## src/rtl/fifo_flags_pkg.sv

```systemverilog
// rtl/fifo_flags_pkg.sv - shared widths and destination field position for the FIFO, arbiter and demux
package fifo_flags_pkg;

  localparam int DATA_WIDTH = 6;
  localparam int ADDR_WIDTH = 3;
  localparam int DEPTH      = 1 << ADDR_WIDTH;
  localparam int CNT_WIDTH  = ADDR_WIDTH + 1;

  // Destination lives in the top two data bits so arbiter and demux slice the same field.
  localparam int DEST_MSB = DATA_WIDTH - 1;
  localparam int DEST_LSB = DATA_WIDTH - 2;

  typedef logic [DATA_WIDTH-1:0] word_t;
  typedef logic [ADDR_WIDTH-1:0] ptr_t;
  typedef logic [CNT_WIDTH-1:0]  cnt_t;

  function automatic logic [1:0] dest_of(input word_t w);
    return w[DEST_MSB:DEST_LSB];
  endfunction

endpackage

```

## src/rtl/fifo_flags_if.sv

```systemverilog
// rtl/fifo_flags_if.sv - push/pop, data, threshold and status bundle of one FIFO
interface fifo_flags_if;
  import fifo_flags_pkg::*;

  logic  push;
  word_t data_in;
  logic  pop;
  word_t data_out;
  logic  valid_out;
  logic  empty;
  logic  full;
  logic  almost_full;
  logic  almost_empty;
  cnt_t  umbral_af;
  cnt_t  umbral_ae;
  logic  error;
  cnt_t  count;

  modport master (
    output push, data_in, pop, umbral_af, umbral_ae,
    input  data_out, valid_out, empty, full, almost_full, almost_empty, error, count
  );

  modport slave (
    input  push, data_in, pop, umbral_af, umbral_ae,
    output data_out, valid_out, empty, full, almost_full, almost_empty, error, count
  );

endinterface

```

## src/rtl/fifo_flags_memoria_dp.sv

```systemverilog
// rtl/fifo_flags_memoria_dp.sv - DEPTH x DATA_WIDTH register array, synchronous write, registered read
module memoria_dp
  import fifo_flags_pkg::*;
(
  input  logic  clk,
  input  logic  rst,
  input  logic  we_i,
  input  ptr_t  waddr_i,
  input  word_t wdata_i,
  input  logic  re_i,
  input  ptr_t  raddr_i,
  output word_t rdata_o
);

  word_t mem_q [DEPTH];
  word_t rdata_q;

  // Storage is deliberately left unreset; only the read register clears.
  always_ff @(posedge clk) begin
    if (we_i) begin
      mem_q[waddr_i] <= wdata_i;
    end
  end

  always_ff @(posedge clk or posedge rst) begin
    if (rst) begin
      rdata_q <= '0;
    end else if (re_i) begin
      rdata_q <= mem_q[raddr_i];
    end
  end

  assign rdata_o = rdata_q;

endmodule

```

## src/rtl/fifo_flags.sv

```systemverilog
// rtl/fifo_flags.sv - single-clock FIFO with registered status flags and sticky error
module fifo_flags
  import fifo_flags_pkg::*;
(
  input  logic        clk,
  input  logic        reset,
  fifo_flags_if.slave bus
);

  localparam cnt_t DEPTH_C = cnt_t'(DEPTH);

  ptr_t wr_ptr_q, wr_ptr_d;
  ptr_t rd_ptr_q, rd_ptr_d;
  cnt_t count_q, count_d;
  logic empty_q, empty_d;
  logic full_q, full_d;
  logic af_q, af_d;
  logic ae_q, ae_d;
  logic valid_q, valid_d;
  logic error_q, error_d;
  logic push_acc, pop_acc;

  always_comb begin
    pop_acc  = bus.pop && !empty_q;
    // A pop in the same cycle frees the slot, so a push into a full FIFO still lands.
    push_acc = bus.push && (!full_q || pop_acc);

    wr_ptr_d = wr_ptr_q + ptr_t'(push_acc);
    rd_ptr_d = rd_ptr_q + ptr_t'(pop_acc);
    count_d  = count_q + cnt_t'(push_acc) - cnt_t'(pop_acc);
    valid_d  = pop_acc;

    // Flags come from the next count so they move on the same edge as count.
    empty_d  = (count_d == '0);
    full_d   = (count_d == DEPTH_C);
    af_d     = (count_d >= bus.umbral_af);
    ae_d     = (count_d <= bus.umbral_ae);

    error_d  = error_q
             | (bus.push && full_q && !bus.pop)
             | (bus.pop && empty_q);
  end

  always_ff @(posedge clk or posedge reset) begin
    if (reset) begin
      wr_ptr_q <= '0;
      rd_ptr_q <= '0;
      count_q  <= '0;
      empty_q  <= 1'b1;
      full_q   <= 1'b0;
      af_q     <= 1'b0;
      ae_q     <= 1'b1;
      valid_q  <= 1'b0;
      error_q  <= 1'b0;
    end else begin
      wr_ptr_q <= wr_ptr_d;
      rd_ptr_q <= rd_ptr_d;
      count_q  <= count_d;
      empty_q  <= empty_d;
      full_q   <= full_d;
      af_q     <= af_d;
      ae_q     <= ae_d;
      valid_q  <= valid_d;
      error_q  <= error_d;
    end
  end

  memoria_dp u_mem (
    .clk     (clk),
    .rst     (reset),
    .we_i    (push_acc),
    .waddr_i (wr_ptr_q),
    .wdata_i (bus.data_in),
    .re_i    (pop_acc),
    .raddr_i (rd_ptr_q),
    .rdata_o (bus.data_out)
  );

  assign bus.valid_out    = valid_q;
  assign bus.empty        = empty_q;
  assign bus.full         = full_q;
  assign bus.almost_full  = af_q;
  assign bus.almost_empty = ae_q;
  assign bus.error        = error_q;
  assign bus.count        = count_q;

endmodule

```

## src/flat_wrapper.sv

```systemverilog
// flat-port wrapper written by rule: the top's interface ports become plain ports
module fifo_flags_flat import fifo_flags_pkg::*;
  (clk, reset, bus_push, bus_data_in, bus_pop, bus_umbral_af, bus_umbral_ae, bus_data_out, bus_valid_out, bus_empty, bus_full, bus_almost_full, bus_almost_empty, bus_error, bus_count);
  fifo_flags_if bus_i ();
  input  logic clk;
  input  logic reset;
  input wire logic [$bits(bus_i.push)-1:0] bus_push;
  input wire logic [$bits(bus_i.data_in)-1:0] bus_data_in;
  input wire logic [$bits(bus_i.pop)-1:0] bus_pop;
  input wire logic [$bits(bus_i.umbral_af)-1:0] bus_umbral_af;
  input wire logic [$bits(bus_i.umbral_ae)-1:0] bus_umbral_ae;
  output wire logic [$bits(bus_i.data_out)-1:0] bus_data_out;
  output wire logic [$bits(bus_i.valid_out)-1:0] bus_valid_out;
  output wire logic [$bits(bus_i.empty)-1:0] bus_empty;
  output wire logic [$bits(bus_i.full)-1:0] bus_full;
  output wire logic [$bits(bus_i.almost_full)-1:0] bus_almost_full;
  output wire logic [$bits(bus_i.almost_empty)-1:0] bus_almost_empty;
  output wire logic [$bits(bus_i.error)-1:0] bus_error;
  output wire logic [$bits(bus_i.count)-1:0] bus_count;
  assign bus_i.push = bus_push;
  assign bus_i.data_in = bus_data_in;
  assign bus_i.pop = bus_pop;
  assign bus_i.umbral_af = bus_umbral_af;
  assign bus_i.umbral_ae = bus_umbral_ae;
  assign bus_data_out = bus_i.data_out;
  assign bus_valid_out = bus_i.valid_out;
  assign bus_empty = bus_i.empty;
  assign bus_full = bus_i.full;
  assign bus_almost_full = bus_i.almost_full;
  assign bus_almost_empty = bus_i.almost_empty;
  assign bus_error = bus_i.error;
  assign bus_count = bus_i.count;
  fifo_flags u_core (.clk(clk), .reset(reset), .bus(bus_i));
endmodule
```

## config.mk

```make
export PLATFORM = sky130hd
export DESIGN_NAME = fifo_flags_flat
export DESIGN_NICKNAME = d
export VERILOG_FILES = /design/src/rtl/fifo_flags_pkg.sv /design/src/rtl/fifo_flags_if.sv /design/src/rtl/fifo_flags_memoria_dp.sv /design/src/rtl/fifo_flags.sv /design/src/flat_wrapper.sv
export SDC_FILE = /design/constraint.sdc
export NUM_CORES = 1
export LEC_CHECK = 0
export BUFFER_PORTS_ARGS = -buffer_cell sky130_fd_sc_hd__buf_2
export CAP_MARGIN = 40
export CORE_MARGIN = 10
export CORE_UTILIZATION = 32
export DETAILED_ROUTE_END_ITERATION = 7
export GPL_ROUTABILITY_DRIVEN = 1
export PLACE_DENSITY = 0.5
export SETUP_SLACK_MARGIN = 0.4
export SLEW_MARGIN = 20
export SYNTH_ARGS = -nofsm -noshare
export SYNTH_HDL_FRONTEND = slang
export SYNTH_SLANG_ARGS = --single-unit
export TNS_END_PERCENT = 50
```

## constraint.sdc

```tcl
create_clock -name clk -period 7.07 [get_ports clk]
set_clock_uncertainty 0.15 [all_clocks]
set_input_delay 1.414 -clock clk [delete_from_list [all_inputs] [get_ports clk]]
set_output_delay 1.414 -clock clk [all_outputs]
set_load 0.01 [all_outputs]
```

==> results of run 1 <==
-- final cells by class --
class,count,area share (%)
inverters,14,1.53
multi-input cells,108,25.4
flip-flops and latches,70,57.9
clock inverters,6,1.82
repair buffers,37,5.74
well taps,111,4.03
clock buffers,9,3.59
-- worst max path at each step --
| stage | endpoint | cells after the start |
|---|---|---|
| finish | u_core.bus.almost_empty$_DFF_PP1_ | 12 |
| global route | u_core.bus.almost_empty$_DFF_PP1_ | 12 |
| floorplan | u_core.bus.almost_full$_DFF_PP0_ | 11 |
| detailed placement | u_core.bus.almost_full$_DFF_PP0_ | 11 |
| CTS | u_core.bus.almost_full$_DFF_PP0_ | 11 |
| global placement | u_core.bus.almost_full$_DFF_PP0_ | 11 |
-- worst max-delay path, delay by kind of cell --
kind / cells / cell delay [ps]
AOI/OAI and AO/OA: 2 / 270
adders and majority gates: 5 / 1830
buffers and inverters: 3 / 480
and+or+nand+nor: 2 / 380
-- cell families after synthesis --
family / count (synthesis) / synth area share [%]
xor+xnor: 6 / 2.03
simple gates: 40 / 6.69
mux: 24 / 8.13
fa+ha+maj: 17 / 7.29
flops: 70 / 67.5
buf+inv: 19 / 2.84
compound gates: 21 / 5.51
-- power by group --
part           switching, µW  leakage, µW  total, µW  internal, µW
logic                    325     0.000654        577           252
registers               61.3     0.000691        606           545
clock network            141    0.0000891        301           160
total                    527      0.00143       1480           957
-- cell usage in the layout, fill, tap and decap left out, drive strengths merged, types with 5 or more instances in the layout --
| cell type | instances |
|---|---|
| clkbuf | 9 |
| a22oi | 13 |
| nand2b | 5 |
| mux2i | 24 |
| ha | 13 |
| inv | 14 |
| nand2 | 14 |
| edfxtp | 48 |
| buf | 37 |
| nand3 | 6 |
| nor2 | 7 |
| dfrtp | 20 |
-- per-stage QoR --
stage	hold slack, ps	power (µW)	utilization (%)	cells
floorplan	317	1030	-	197
global placement	334	1200	35.5	337
detailed placement	316	1210	35.8	340
CTS	333	1520	37.8	355
global route	368	1610	37.8	355
finish	334	1480	37.8	355
-- per-layer routing --
metal | GRT usage, % | vias to the layer above | wire length (µm)
li1 | - | 810 | -
met1 | 11.6 | 767 | 2630
met2 | 15.2 | 41 | 2850
met3 | 4.19 | 7 | 420
met4 | 3.50 | 0 | 70
met5 | 0 | - | 0
-- sequential cells by signal (all words and copies together) (netlist names) --
signal and flops:
u_core.bus.almost_empty 1, u_core.rd_ptr_q 3, u_core.u_mem.mem_q 48, u_core.bus.full 1, u_core.wr_ptr_q 3, u_core.bus.almost_full 1
u_core.u_mem.rdata_o 6, u_core.bus.count 4, u_core.bus.empty 1, u_core.bus.valid_out 1, u_core.bus.error 1
==> results.yml, run 1 <==
logic_synthesis:
  synth.top_cells.by_count: "edfxtp_1, mux2i_1, dfrtp_1"
  synthArstFlopShare_pct: 31.4
  netlist_top_cells_area: "edfxtp_1, dfrtp_1, mux2i_1"
  syn_area_per_cell_um2: 15.0
  yosysMostFrequentCell: "edfxtp_1"
  ys_ff_latch: 70
  synth-seq-area-share_pct: 67.5
  syn_inst: 197
  synth_area_um2: 2950
  ys_warn_count: 0
  synth.net_count: 229
  yosysTopAreaCell: "edfxtp_1"
  synth_ff_type: "edfxtp_1"
  synth_edf_count: 48
  ys_types: 34
  synth_top_area_share_pct: 48.8
worst_hold_path:
  min_from: "u_core.u_mem.rdata_o[1]$_DFFE_PP0P_"
  hold_path_depth: 2
  hold_path.class: "reg -> reg"
  holdPathEnd: "u_core.u_mem.rdata_o[1]$_DFFE_PP0P_"
clock_tree:
  cts_setup_buffers: 0
  clkTransAtPathRegs_ps: 70
  cts_tree: "done"
  htree_levels: 3
  ctsResizeCount: 0
  hold_buffers: 0
  cts_made_buffers: 9
  clkSinkCount: 70
  cts_root_buf: "clkbuf_8"
  worstSkewPairLatency_ps: 340
  clk_path_buf_depth: 2
timing:
  tightest_slew_ps: 744
  hold_violations: 0
  grt_setup_unrepaired: "false"
  post-route-period-util_pct: 60.5
  setup_total_negative_slack_ps: 0
  finalWorstSetupSlack_ps: 2800
  finalCriticalPeriod_ps: 4270
  setup_viol: 0
  slew_viol_final: 0
  maxSlewHeadroom_pct: 50.2
  max_freq_mhz: 234
worst_setup_path:
  slowest_delay_ps: 590
  rr_worst_depth: 11
  crit_slowest_cell: "fa_1"
  crit_start: "bus_pop"
  crit_fanout: 10
  crit_type: "in -> reg"
  r2r-end: "u_core.bus.almost_empty$_DFF_PP1_"
  required_ps: 7180
  end_kind: "flop"
  reg2reg_slack_ps: 3410
  rr_startpoint: "u_core.bus.empty$_DFF_PP1_"
  critPathLaunchType: "input port"
  crit_path_frequent_cell: "ha_1"
  crit_path_cell_trace: "buf_2 > nand2b_1 > clkinv_1 > ha_1 > inv_1 > ha_1 > fa_1 > ha_1 > nor2b_1 > a2bb2oi_1 > maj3_1 > a22oi_1"
  cp.arrival_ps: 4380
floorplan:
  start_util_pct: 32.4
  ioPinCount: 34
  dieWidth_um: 116
  dieArea_um2: 13500
  coreArea_um2: 9110
  die_y_um: 116
  num_rows: 35
status:
  status: "completed"
routing:
  drc: 0
  wl_mm: 5.97
  wl_per_cell_um: 16.8
  dr_total_vias: 1625
  ant_nets: 0
  via_per_inst: 4.58
  first_pass_iters: 4
  drt_iter0_drc: 49
placed_design:
  place_area_um2: 3260
  gp_congestion: 0.718
  port-buffer-count: 33
  hpwlAfterDp_mm: 4.35
  place_ws_ps: 2410
finish:
  nFillCells: 871
  final_area_um2: 3450
  multiInputGateArea_um2: 876
  regArea_um2: 1990
  fin_nets: 272
  diodes: 0
  synthToLayoutAreaGrowth_pct: 16.6
  drive_above_1_share_pct: 24.2
global_routing:
  grt_max_degree: 18
  track_usage_pct: 9.69
  grt_pass1_vias: 1748
  grt_overflow_total: 0
  grt_pass1_wl_mm: 9.44
  antenna_found_initial: 0
job:
  cap_violations: 0
pwr:
  power_density_nw_per_um2: 431
  ir_worst_vdd_v: 0.000278
  leakage_uw: 0.00143
Note: power is estimated with default switching activity, not from simulation.
==> inputs of run 2 (changes only) <==
==> constraint.sdc (replaced) <==
create_clock -name clk -period 4.4 [get_ports clk]
set_clock_uncertainty 0.15 [all_clocks]
set_input_delay 0.88 -clock clk [delete_from_list [all_inputs] [get_ports clk]]
set_output_delay 0.88 -clock clk [all_outputs]
set_load 0.01 [all_outputs]
==> run 2 against run 1 <==
Effect of this change: die area is the same; hold slack got worse by 69 ps; critical path depth shrank 1; worst setup slack worse by 1900 ps; sequential cell count did not move; via count grew 1.4%; non-clock buffer count rose by 1; final cell count up 0.56%; sequential power is 57% higher; routed wire length is 2.6% higher; first-iteration DRC count rose by 10%.
==> results.yml, run 2 (synthesized netlist as in run 1, its figures left out) <==
routing:
  via_per_inst: 4.61
  first_pass_iters: 4
  dr_total_vias: 1647
  wl_mm: 6.13
  drc: 0
  ant_nets: 0
  wl_per_cell_um: 17.2
  drt_iter0_drc: 54
pwr:
  switching_share_pct: 34.6
  ir_worst_vdd_v: 0.000454
  power_density_nw_per_um2: 713
  leakage_uw: 0.00148
  p_total_uw: 2510
  clockPowerShare_pct: 24.1
  power.switching_uw: 867
  p_int_uw: 1640
  p_comb_share_pct: 38.0
  seqPwrFrac_pct: 37.9
clock_tree:
  clk_path_buf_depth: 2
  clkTransAtPathRegs_ps: 80
  ctsResizeCount: 0
  worstSkewPairLatency_ps: 330
  cts_root_buf: "clkbuf_8"
  htree_levels: 3
  cts_setup_buffers: 0
  cts_made_buffers: 9
  clkSinkCount: 70
  cts_tree: "done"
  hold_buffers: 0
worst_setup_path:
  critPathLaunchType: "input port"
  crit_type: "in -> reg"
  crit_fanout: 8
  cp.arrival_ps: 3570
  end_kind: "flop"
  required_ps: 4480
  crit_start: "bus_pop"
  rr_startpoint: "u_core.bus.empty$_DFF_PP1_"
finish:
  diodes: 0
  layout_common_cells: "edfxtp_1, buf_2, mux2i_1"
  largest_reg_flops: 48
  fin_nets: 273
  synthToLayoutAreaGrowth_pct: 19.1
  top_register: "u_core.u_mem.mem_q"
  drive_above_1_share_pct: 25.2
  final_common_cell: "edfxtp_1"
timing:
  finalCriticalPeriod_ps: 3490
  grt_setup_unrepaired: "false"
  hold_slack_ps: 264
  slew_viol_final: 0
  setup_total_negative_slack_ps: 0
  tightest_slew_ps: 762
  maxSlewHeadroom_pct: 49.0
  setup_viol: 0
  post-route-period-util_pct: 79.3
  max_freq_mhz: 287
  hold_violations: 0
global_routing:
  globalRouteMet3Util_pct: 2.90
  grt_overflow_total: 0
  gr-usage-met2_pct: 15.7
  grt_max_degree: 26
  grt_pass1_wl_mm: 9.78
  grt_pass1_vias: 1794
  antenna_found_initial: 0
  use_met1_pct: 12.5
  grt.busiest_layer: "met2"
  track_usage_pct: 9.89
placed_design:
  hpwlAfterDp_mm: 4.19
  port-buffer-count: 33
  gp_congestion: 0.695
floorplan:
  coreArea_um2: 9110
  dieArea_um2: 13500
  start_util_pct: 32.4
  ioPinCount: 34
  num_rows: 35
  die_y_um: 116
  dieWidth_um: 116
job:
  cap_violations: 0
status:
  status: "completed"
worst_hold_path:
  hold_path.class: "in -> async"
==> run 2: power by group through the flow <==
stage | Clock, µW | Sequential [µW] | Combinational, µW
after floorplan | 0 | 982 | 673
after global placement | 0 | 966 | 952
after detailed placement | 0 | 966 | 972
after CTS | 614 | 952 | 975
after global routing | 652 | 973 | 1080
final | 605 | 950 | 953
==> run 2: per-stage QoR <==
step | setup slack (ps) | util [%] | cells | area [µm²]
final | 912 | 38.6 | 357 | 3520
after global routing | 666 | 38.6 | 357 | 3520
after CTS | 883 | 38.6 | 357 | 3520
after detailed placement | 505 | 35.9 | 341 | 3270
after global placement | 560 | 35.7 | 339 | 3250
after floorplan | 740 | - | 197 | 2950
==> run 2: layout make-up <==
class,count,area [µm²]
Sequential cell,70,1990
Timing Repair Buffer,38,208
Clock inverter,2,11.3
Tap cell,111,139
Fill cell,848,5590
Inverter,14,52.6
Clock buffer,14,238
Multi-Input combinational cell,108,876
==> run 2: final timing paths <==
kind                                                    endpoint  cells after the start  slack (ps)
worst min-delay path                u_core.rd_ptr_q[0]$_DFF_PP0_                      2         260
worst max-delay path            u_core.bus.almost_full$_DFF_PP0_                     11         910
min in group clk                      u_core.bus.error$_DFF_PP0_                      1         330
max in group asynchronous             u_core.bus.empty$_DFF_PP1_                      3        3370
worst max register to register  u_core.bus.almost_full$_DFF_PP0_                     10         990
worst min register to register        u_core.bus.error$_DFF_PP0_                      1         330
==> run 2: worst max-delay path, cell delays in order <==
cell,delay (ps)
buf_2,100
nand2b_1,250
clkinv_1,150
ha_1,290
inv_1,40
ha_1,210
fa_1,600
ha_1,270
a21o_1,160
maj3_2,310
maj3_2,300
==> run 2: routing by layer <==
metal | part of all wire (%) | wire length (µm) | vias up
li1 | - | - | 804
met1 | 47 | 2870 | 812
met2 | 49 | 2980 | 26
met3 | 3.7 | 227 | 5
met4 | 0.90 | 55 | 0
met5 | 0 | 0 | -
==> inputs of run 3 (changes only) <==
--- a/config.mk
+++ b/config.mk
@@ -11,7 +11,7 @@
 export CORE_UTILIZATION = 32
 export DETAILED_ROUTE_END_ITERATION = 7
 export GPL_ROUTABILITY_DRIVEN = 1
-export PLACE_DENSITY = 0.5
+export PLACE_DENSITY = 0.52
 export SETUP_SLACK_MARGIN = 0.4
 export SLEW_MARGIN = 20
 export SYNTH_ARGS = -nofsm -noshare
==> constraint.sdc (replaced) <==
create_clock -name clk -period 3.1 [get_ports clk]
set_clock_uncertainty 0.15 [all_clocks]
set_input_delay 0.62 -clock clk [delete_from_list [all_inputs] [get_ports clk]]
set_output_delay 0.62 -clock clk [all_outputs]
set_load 0.01 [all_outputs]
==> run 3 against run 2 <==
Effect of this change: sequential power grew 42%; power grew 41%; non-clock buffer count grew 8; first-iteration DRC count grew 17%; count of clock-buffer cells in the layout shrank 2; core utilization grew 1.1 points; global-route usage shrank 0.67 points; final cell count grew 2.2%; register-to-register slack lost 910 ps; critical path type is now reg -> reg; largest cell class unchanged.
==> results.yml, run 3 (synthesized netlist as in run 1, its figures left out) <==
timing:
  grt_setup_unrepaired: "true"
  slew_viol_final: 0
  finalCriticalPeriod_ps: 3020
  post-route-period-util_pct: 97.4
  finalWorstSetupSlack_ps: 79.3
  tightest_slew_ps: 593
  setup_total_negative_slack_ps: 0
  maxSlewHeadroom_pct: 60.3
  hold_violations: 0
  max_freq_mhz: 331
  setup_viol: 0
worst_setup_path:
  critPathLaunchType: "flop"
  crit_type: "reg -> reg"
  crit_fanout: 3
  required_ps: 3170
  cp.arrival_ps: 3090
  end_kind: "flop"
placed_design:
  place_ws_ps: -148
  gp_congestion: 0.745
  port-buffer-count: 33
  hpwlAfterDp_mm: 4.29
floorplan:
  ioPinCount: 34
  die_y_um: 116
  num_rows: 35
  dieArea_um2: 13500
  start_util_pct: 32.4
  coreArea_um2: 9110
  dieWidth_um: 116
clock_tree:
  clkTransAtPathRegs_ps: 70
  htree_levels: 3
  worstSkewPairLatency_ps: 340
  clk_path_buf_depth: 2
  cts_made_buffers: 9
  cts_tree: "done"
  cts_root_buf: "clkbuf_8"
  clkSinkCount: 70
routing:
  dr_total_vias: 1703
  first_pass_iters: 4
  via_per_inst: 4.67
  wl_mm: 5.91
  drt_iter0_drc: 63
  ant_nets: 0
  drc: 0
  wl_per_cell_um: 16.2
global_routing:
  antenna_found_initial: 2
  grt_pass1_vias: 1833
  track_usage_pct: 9.21
  grt_pass1_wl_mm: 9.33
  grt_max_degree: 26
  grt_overflow_total: 0
pwr:
  ir_worst_vdd_v: 0.000434
  leakage_uw: 0.00151
  p_total_uw: 3550
  power_density_nw_per_um2: 981
finish:
  synthToLayoutAreaGrowth_pct: 22.4
  fin_nets: 281
  multiInputGateArea_um2: 936
  diodes: 0
  drive_above_1_share_pct: 30.3
  regArea_um2: 1990
  layout_common_cells: "edfxtp_1, buf_2, mux2i_1"
  nFillCells: 868
  top_register: "u_core.u_mem.mem_q"
  largest_reg_flops: 48
  final_common_cell: "edfxtp_1"
job:
  cap_violations: 0
status:
  status: "completed"
worst_hold_path:
  hold_path.class: "in -> async"
## run 3: changes by cell type in the layout (fill, tap and decap cells not counted), moves of 2 or more
cell and delta:
buf_4 +9, clkbuf_16 -4, clkinv_2 +2, ha_1 -4
ha_4 +4
## run 3: worst paths after layout
check / startpoint / end / slack, ps / cells past startpoint
hold reg to reg: u_core.bus.error$_DFF_PP0_ / u_core.bus.error$_DFF_PP0_ / 320 / 1
min in group clk: u_core.bus.error$_DFF_PP0_ / u_core.bus.error$_DFF_PP0_ / 320 / 1
setup reg to reg: u_core.bus.empty$_DFF_PP1_ / u_core.bus.almost_full$_DFF_PP0_ / 80 / 10
setup / recovery: u_core.bus.empty$_DFF_PP1_ / u_core.bus.almost_full$_DFF_PP0_ / 80 / 10
max in group asynchronous: reset / u_core.bus.almost_empty$_DFF_PP1_ / 2280 / 3
hold / removal: reset / u_core.u_mem.rdata_o[3]$_DFFE_PP0P_ / 60 / 2
## run 3: metal layers
metal	routed length, µm	global-route usage (%)	vias to the layer above
met4	109	5.00	2
met3	230	2.69	11
met1	2500	10.5	833
met5	13	0	-
met2	3050	15.2	34
li1	-	-	823
## run 3: final cells by class
type	count	share of cell area [%]
Multi-Input combinational cell	108	25.9
Inverter	14	1.80
Clock buffer	12	4.29
Timing Repair Buffer	46	7.82
Tap cell	111	3.84
Clock inverter	4	1.25
Sequential cell	70	55.1
## run 3: metrics by stage
stage / hold slack [ps] / std cells / area (µm²) / utilization, %
2_1_floorplan: 317 / 197 / 3010 / -
3_3_place_gp: 303 / 348 / 3360 / 36.9
4_1_cts: 55.4 / 365 / 3600 / 39.6
3_5_place_dp: 307 / 349 / 3390 / 37.2
6_report: 59.3 / 365 / 3620 / 39.7
5_1_grt: 76.2 / 365 / 3620 / 39.7
## run 3: worst max-delay path, cell delays in order, from the launching register on
cell and delay, ps:
dfstp_2 530, nand2b_4 160, clkinv_8 50, ha_4 250, inv_2 40, ha_4 150
fa_2 600, ha_4 220, a21o_1 150, maj3_2 300, maj3_2 300
## run 3: power by group
group          internal (µW)  total [µW]  switching (µW)
Sequential              1240        1350             112
Combinational            679        1460             779
Clock                    412         738             326
## run 3: what timing repair did
item / in CTS / in global routing
resized for setup: 2 / 1
cloned: 0 / 0
setup endpoints to repair: 2 / 2
pin swaps: 4 / 0
hold buffers: 0 / 0
buffers inserted: 0 / 0
